==> src/rtl/hilo_muldiv_seq.sv <==
// Iterative radix-2 multiply/divide sequencer for the HI/LO registers.
// Each op takes 37 cycles. LO and HI are written over the shared 32-bit data path, LO first.
module hilo_muldiv_seq (
    input  logic        clk,
    input  logic        resetn,
    input  logic        start,
    input  logic [1:0]  op,
    input  logic [31:0] src1,
    input  logic [31:0] src2,
    input  logic        flush,
    output logic        stall_req,
    output logic        busy,
    output logic        lo_we,
    output logic        hi_we,
    output logic [31:0] res_wdata,
    output logic        done
);

    typedef enum logic [2:0] {
        IDLE  = 3'd0,
        PREP  = 3'd1,
        CALC  = 3'd2,
        FIX   = 3'd3,
        WR_LO = 3'd4,
        WR_HI = 3'd5
    } state_t;

    state_t      state_r, state_nxt_s;
    logic        op_div_r, sign1_r, sign2_r;
    logic [31:0] src1_r, a_r, b_r, lo_r, hi_r;
    logic [63:0] acc_r;
    logic [4:0]  cnt_r;

    logic [32:0] mul_sum_s, div_rem_s, div_diff_s;
    logic        div_ge_s;
    logic [63:0] mul_next_s, div_next_s, prod_s;
    logic [31:0] fix_lo_s, fix_hi_s;

    function automatic logic [31:0] neg32(input logic [31:0] x);
        neg32 = ~x + 32'd1;
    endfunction

    function automatic logic [63:0] neg64(input logic [63:0] x);
        neg64 = ~x + 64'd1;
    endfunction

    // State register
    always_ff @(posedge clk or negedge resetn) begin
        if (!resetn) begin
            state_r <= IDLE;
        end else begin
            state_r <= state_nxt_s;
        end
    end

    // Next-state logic; flush is honoured only before the commit into WR_LO
    always_comb begin
        state_nxt_s = state_r;
        case (state_r)
            IDLE:    state_nxt_s = (start && !flush) ? PREP : IDLE;
            PREP:    state_nxt_s = flush ? IDLE : CALC;
            CALC: begin
                if (flush) begin
                    state_nxt_s = IDLE;
                end else if (cnt_r == 5'd31) begin
                    state_nxt_s = FIX;
                end else begin
                    state_nxt_s = CALC;
                end
            end
            FIX:     state_nxt_s = flush ? IDLE : WR_LO;
            WR_LO:   state_nxt_s = WR_HI;
            WR_HI:   state_nxt_s = IDLE;
            default: state_nxt_s = IDLE;
        endcase
    end

    // One engine step: a shift-add for multiply, or a restoring subtract for divide.
    // The dividend bits enter the remainder MSB-first from a_r.
    always_comb begin
        mul_sum_s  = {1'b0, acc_r[63:32]} + (b_r[0] ? {1'b0, a_r} : 33'd0);
        mul_next_s = {mul_sum_s, acc_r[31:1]};
        div_rem_s  = {acc_r[63:32], a_r[31]};
        div_ge_s   = (div_rem_s >= {1'b0, b_r});
        div_diff_s = div_rem_s - {1'b0, b_r};
        div_next_s = {(div_ge_s ? div_diff_s[31:0] : div_rem_s[31:0]), acc_r[30:0], div_ge_s};
    end

    // Sign fix-up and divide-by-zero result
    always_comb begin
        prod_s = (sign1_r ^ sign2_r) ? neg64(acc_r) : acc_r;
        if (!op_div_r) begin
            fix_lo_s = prod_s[31:0];
            fix_hi_s = prod_s[63:32];
        end else if (b_r == 32'd0) begin
            fix_lo_s = 32'hFFFF_FFFF;
            fix_hi_s = src1_r;
        end else begin
            fix_lo_s = (sign1_r ^ sign2_r) ? neg32(acc_r[31:0]) : acc_r[31:0];
            fix_hi_s = sign1_r ? neg32(acc_r[63:32]) : acc_r[63:32];
        end
    end

    // Operand latch, iteration engine and result registers
    always_ff @(posedge clk or negedge resetn) begin
        if (!resetn) begin
            op_div_r <= 1'b0;
            sign1_r  <= 1'b0;
            sign2_r  <= 1'b0;
            src1_r   <= 32'd0;
            a_r      <= 32'd0;
            b_r      <= 32'd0;
            acc_r    <= 64'd0;
            cnt_r    <= 5'd0;
            lo_r     <= 32'd0;
            hi_r     <= 32'd0;
        end else begin
            case (state_r)
                IDLE: begin
                    if (start && !flush) begin
                        op_div_r <= op[1];
                        sign1_r  <= ~op[0] & src1[31];
                        sign2_r  <= ~op[0] & src2[31];
                        src1_r   <= src1;
                        a_r      <= src1;
                        b_r      <= src2;
                    end
                end
                PREP: begin
                    a_r   <= sign1_r ? neg32(a_r) : a_r;
                    b_r   <= sign2_r ? neg32(b_r) : b_r;
                    acc_r <= 64'd0;
                    cnt_r <= 5'd0;
                end
                CALC: begin
                    cnt_r <= cnt_r + 5'd1;
                    if (op_div_r) begin
                        acc_r <= div_next_s;
                        a_r   <= {a_r[30:0], 1'b0};
                    end else begin
                        acc_r <= mul_next_s;
                        b_r   <= {1'b0, b_r[31:1]};
                    end
                end
                FIX: begin
                    lo_r <= fix_lo_s;
                    hi_r <= fix_hi_s;
                end
                default: ;
            endcase
        end
    end

    // Output decode from state; only stall_req sees start directly
    always_comb begin
        stall_req = 1'b0;
        busy      = 1'b0;
        lo_we     = 1'b0;
        hi_we     = 1'b0;
        done      = 1'b0;
        res_wdata = 32'd0;
        case (state_r)
            IDLE: stall_req = start && !flush && resetn;
            PREP, CALC, FIX: begin
                stall_req = 1'b1;
                busy      = 1'b1;
            end
            WR_LO: begin
                stall_req = 1'b1;
                busy      = 1'b1;
                lo_we     = 1'b1;
                res_wdata = lo_r;
            end
            WR_HI: begin
                busy      = 1'b1;
                hi_we     = 1'b1;
                done      = 1'b1;
                res_wdata = hi_r;
            end
            default: ;
        endcase
    end

endmodule

==> config.mk <==
export PLATFORM = sky130hd
export DESIGN_NAME = hilo_muldiv_seq
export DESIGN_NICKNAME = d
export VERILOG_FILES = /design/src/rtl/hilo_muldiv_seq.sv
export SDC_FILE = /design/constraint.sdc
export NUM_CORES = 1
export LEC_CHECK = 0
export CAP_MARGIN = 30
export CORE_UTILIZATION = 55
export CTS_CLUSTER_DIAMETER = 40
export DETAILED_ROUTE_END_ITERATION = 16
export GPL_TIMING_DRIVEN = 0
export PLACE_DENSITY = 0.83
export SYNTH_ARGS = -nofsm -noshare
export SYNTH_HDL_FRONTEND = slang
export SYNTH_SLANG_ARGS = --single-unit
==> constraint.sdc <==
create_clock -name clk -period 4 [get_ports clk]
set_input_delay 1.2 -clock clk [delete_from_list [all_inputs] [get_ports clk]]
set_output_delay 1.2 -clock clk [all_outputs]
set_load 0.01 [all_outputs]
==> metrics.txt <==
Synth Net Count=2374; crit-path max FO=10; Pins Over Slew Limit=0; synthesis-to-finish area growth=18.05%; endpoints failing setup=0; Worst Path Buf+Inv=3; Final Critical Period=3.908 ns; sequential area share after synthesis=0.3317; CTS Root Buffer Type=clkbuf_16; Pleak=9.026 nW; WP data required=2.80 ns; die width=181.5 um; initial antenna violation count=4; critical path data arrival time=2.71 ns; post-synth design cell area=17730 sq um; Starting Density=0.5604; via count=19.32k; clock slew at reported path FFs=0.05 ns; Fin Hold WS=0.4314 ns; nature of the critical path startpoint=flop; max_cap viols=0; dpl cell area=19400 sq um; final setup margin=0.09159 ns; io pins=107; antenna viol nets, final=0; setup slack at placement=-0.4209 ns; most common cell after layout, fill and taps aside=nand2_1; GRT Util Overall=0.4482; peak supply drop=0.0006920 V; Fin. Hold Viols=0; Post-synth top flop=dfrtp_1; port bufs=106; CP Class=flop to primary output; Hold Path Class=input port to asynchronous set/reset pin; Setup Skew=0.02545 ns; NumNets Final=2526; pwr dens=978.5 nW/um^2; Clock Latency Late Sink=0.57 ns; Clock Tree Buf Depth=3; most frequent cells in the layout=nand2_1 (285), o21ai_0 (261), dfrtp_1 (234); RSZ-0062 raised after global routing=true; critical-path cell list=clkbuf_1 -> nor2_2 -> and2_4 -> clkbuf_2 -> a22o_1 -> clkdlybuf4s50_1; status=completed; synth unique cells=74; finished layout cell area=20930 sq um; fmax=0.2559 GHz; DR WL/cell=26.18 um; htree depth=2; gate count of the mapped netlist=2231; DR iter-0 viols=2485; FFs w/ async S/R, synth=1.000; clock sink count=235; gr ovfl total=0; syn avg cell area=7.947 sq um; Cell Rows=65; drc violations=0; Final Power=20.48 mW; worst-margin pin slew=1.154 ns; Syn. warnings=0; Total Routed Length=73750 um; global-route wire length before repair=111700 um; gpl congestion=1.020; Seq cells post-synth=235; Crit-path slowest cell=clkdlybuf4s50_1; Post-synth EDFFs=0; CTS tree=done; final period utilization=0.9771; CP endpoint kind=primary output; TritonCTS Buffers=41; relative slew slack=0.2287; pin count of the biggest net entering global routing=120; DR vias/cell=6.857; crit-path leading delay family=buffers and inverters; drt pass-1 iters=7; dpl hpwl=56300 um; fillcell total=2681; share of layout cells above drive strength 1=0.05634; Crit path largest cell delay=0.55 ns; Die Ht=181.5 um; core area=31640 sq um; vias in the first global route=18.50k; Die ar.=32960 sq um
-- sequential cells by signal, indices dropped and copies added (netlist names) --
name      flops
a_r          32
acc_r        64
b_r          32
cnt_r         5
hi_r         32
lo_r         32
op_div_r      1
sign1_r       1
sign2_r       1
src1_r       32
state_r       3
-- layout make-up --
| cell class | instances | area (sq um) | share of cell area |
|---|---|---|---|
| clock buffer | 52 | 1180 | 0.05637 |
| clock inverter | 22 | 259.0 | 0.01237 |
| inverter | 57 | 214.0 | 0.01022 |
| antenna | 1 | 2.502 | 0.0001196 |
| sequential | 235 | 5882 | 0.2810 |
| multi-input combinational | 1771 | 11080 | 0.5295 |
| buffer | 162 | 630.6 | 0.03013 |
| tap | 402 | 503.0 | 0.02403 |
| timing repair buffer | 115 | 1177 | 0.05625 |
-- Yosys cell counts (4+ instances only) --
master / number / share of area
nand2_1: 285 / 0.060
o21ai_0: 261 / 0.074
dfrtp_1: 235 / 0.33
a21oi_1: 172 / 0.049
nor2_1: 160 / 0.034
clkbuf_1: 151 / 0.032
xor2_1: 83 / 0.041
ha_1: 71 / 0.050
xnor2_1: 69 / 0.034
nor3_1: 67 / 0.019
inv_1: 55 / 0.012
mux2i_1: 44 / 0.025
a21o_1: 40 / 0.017
a221oi_1: 40 / 0.020
nand3_1: 36 / 0.010
a22o_1: 35 / 0.017
and2_1: 35 / 0.012
a211oi_1: 32 / 0.014
a31oi_1: 32 / 0.011
or3_1: 27 / 0.0095
nor4_1: 22 / 0.0078
and3_1: 18 / 0.0064
a22oi_1: 16 / 0.0068
buf_1: 15 / 0.0032
nand4_1: 15 / 0.0053
nor3b_1: 15 / 0.0064
o31ai_1: 14 / 0.0059
nand2b_1: 13 / 0.0046
o211ai_1: 13 / 0.0055
nor2b_1: 12 / 0.0042
a41oi_1: 11 / 0.0054
a222oi_1: 10 / 0.0056
o22ai_1: 10 / 0.0035
o221ai_1: 9 / 0.0044
o21a_1: 8 / 0.0034
o41ai_1: 8 / 0.0040
or4_1: 8 / 0.0034
o21bai_1: 7 / 0.0030
nand3b_1: 6 / 0.0025
a221o_1: 5 / 0.0028
or2_2: 5 / 0.0018
a21boi_0: 4 / 0.0017
or3b_2: 4 / 0.0020
-- what timing repair did --
action                     4_1_cts  5_1_grt
hold buffers                     0        0
setup endpoints to repair       85       94
pin swaps                        0        1
gates resized for setup         15       21
setup buffers                    0        2
-- worst reg2reg max path, cell delays in order (launching register included) --
cell and delay [ns]:
dfrtp_2 0.46, clkbuf_2 0.20, inv_1 0.19, ha_1 0.22, or3b_2 0.50, nand3b_1 0.22
and4b_2 0.49, and3_1 0.32, clkbuf_1 0.47, nand2_1 0.23, o211ai_1 0.17, o21ai_0 0.15
o21ai_0 0.18
-- path summary, 6_finish.rpt --
kind                                 start       endpoint  slack, ns  cells after the start
worst max-delay path            state_r[1]  res_wdata[10]       0.09                      6
max in group asynchronous           resetn         b_r[0]       2.26                      3
worst min-delay path                resetn      acc_r[36]       0.43                      1
worst max register to register      b_r[0]        hi_r[9]       0.13                     12
min in group clk                src1_r[25]     src1_r[25]       0.48                      2
worst min register to register  src1_r[25]     src1_r[25]       0.48                      2
-- routing by layer --
metal | up-vias | global-route usage | wire length, um
li1 | 8431 | - | -
met5 | - | 0 | 52
met3 | 297 | 0.1312 | 9561
met2 | 1350 | 0.6694 | 31430
met1 | 9233 | 0.5933 | 28840
met4 | 6 | 0.2183 | 3868
-- stage by stage --
step                      cells    util   TNS [ns]
after floorplan            2231       -          0
after global routing       2816  0.6615  -0.007693
after global placement     2739  0.6098   -2059.95
after detailed placement   2745  0.6132     -10.38
after CTS                  2814  0.6593          0
final                      2817  0.6616          0
-- report_power, final --
| part | switching (mW) | internal [mW] |
|---|---|---|
| clock network | 1.34 | 2.36 |
| registers | 1.15 | 3.33 |
| logic | 8.20 | 4.10 |
| total | 10.7 | 9.79 |
-- cells by family after synthesis --
group / synth area share
buffers and inverters: 0.04792
AO/OA/AOI/OAI: 0.2649
adder cells (fa/ha/maj): 0.05236
flip-flops: 0.3317
multiplexers: 0.02675
XOR/XNOR: 0.07509
AND/OR/NAND/NOR: 0.2013
(Power assumes the default switching activity.)
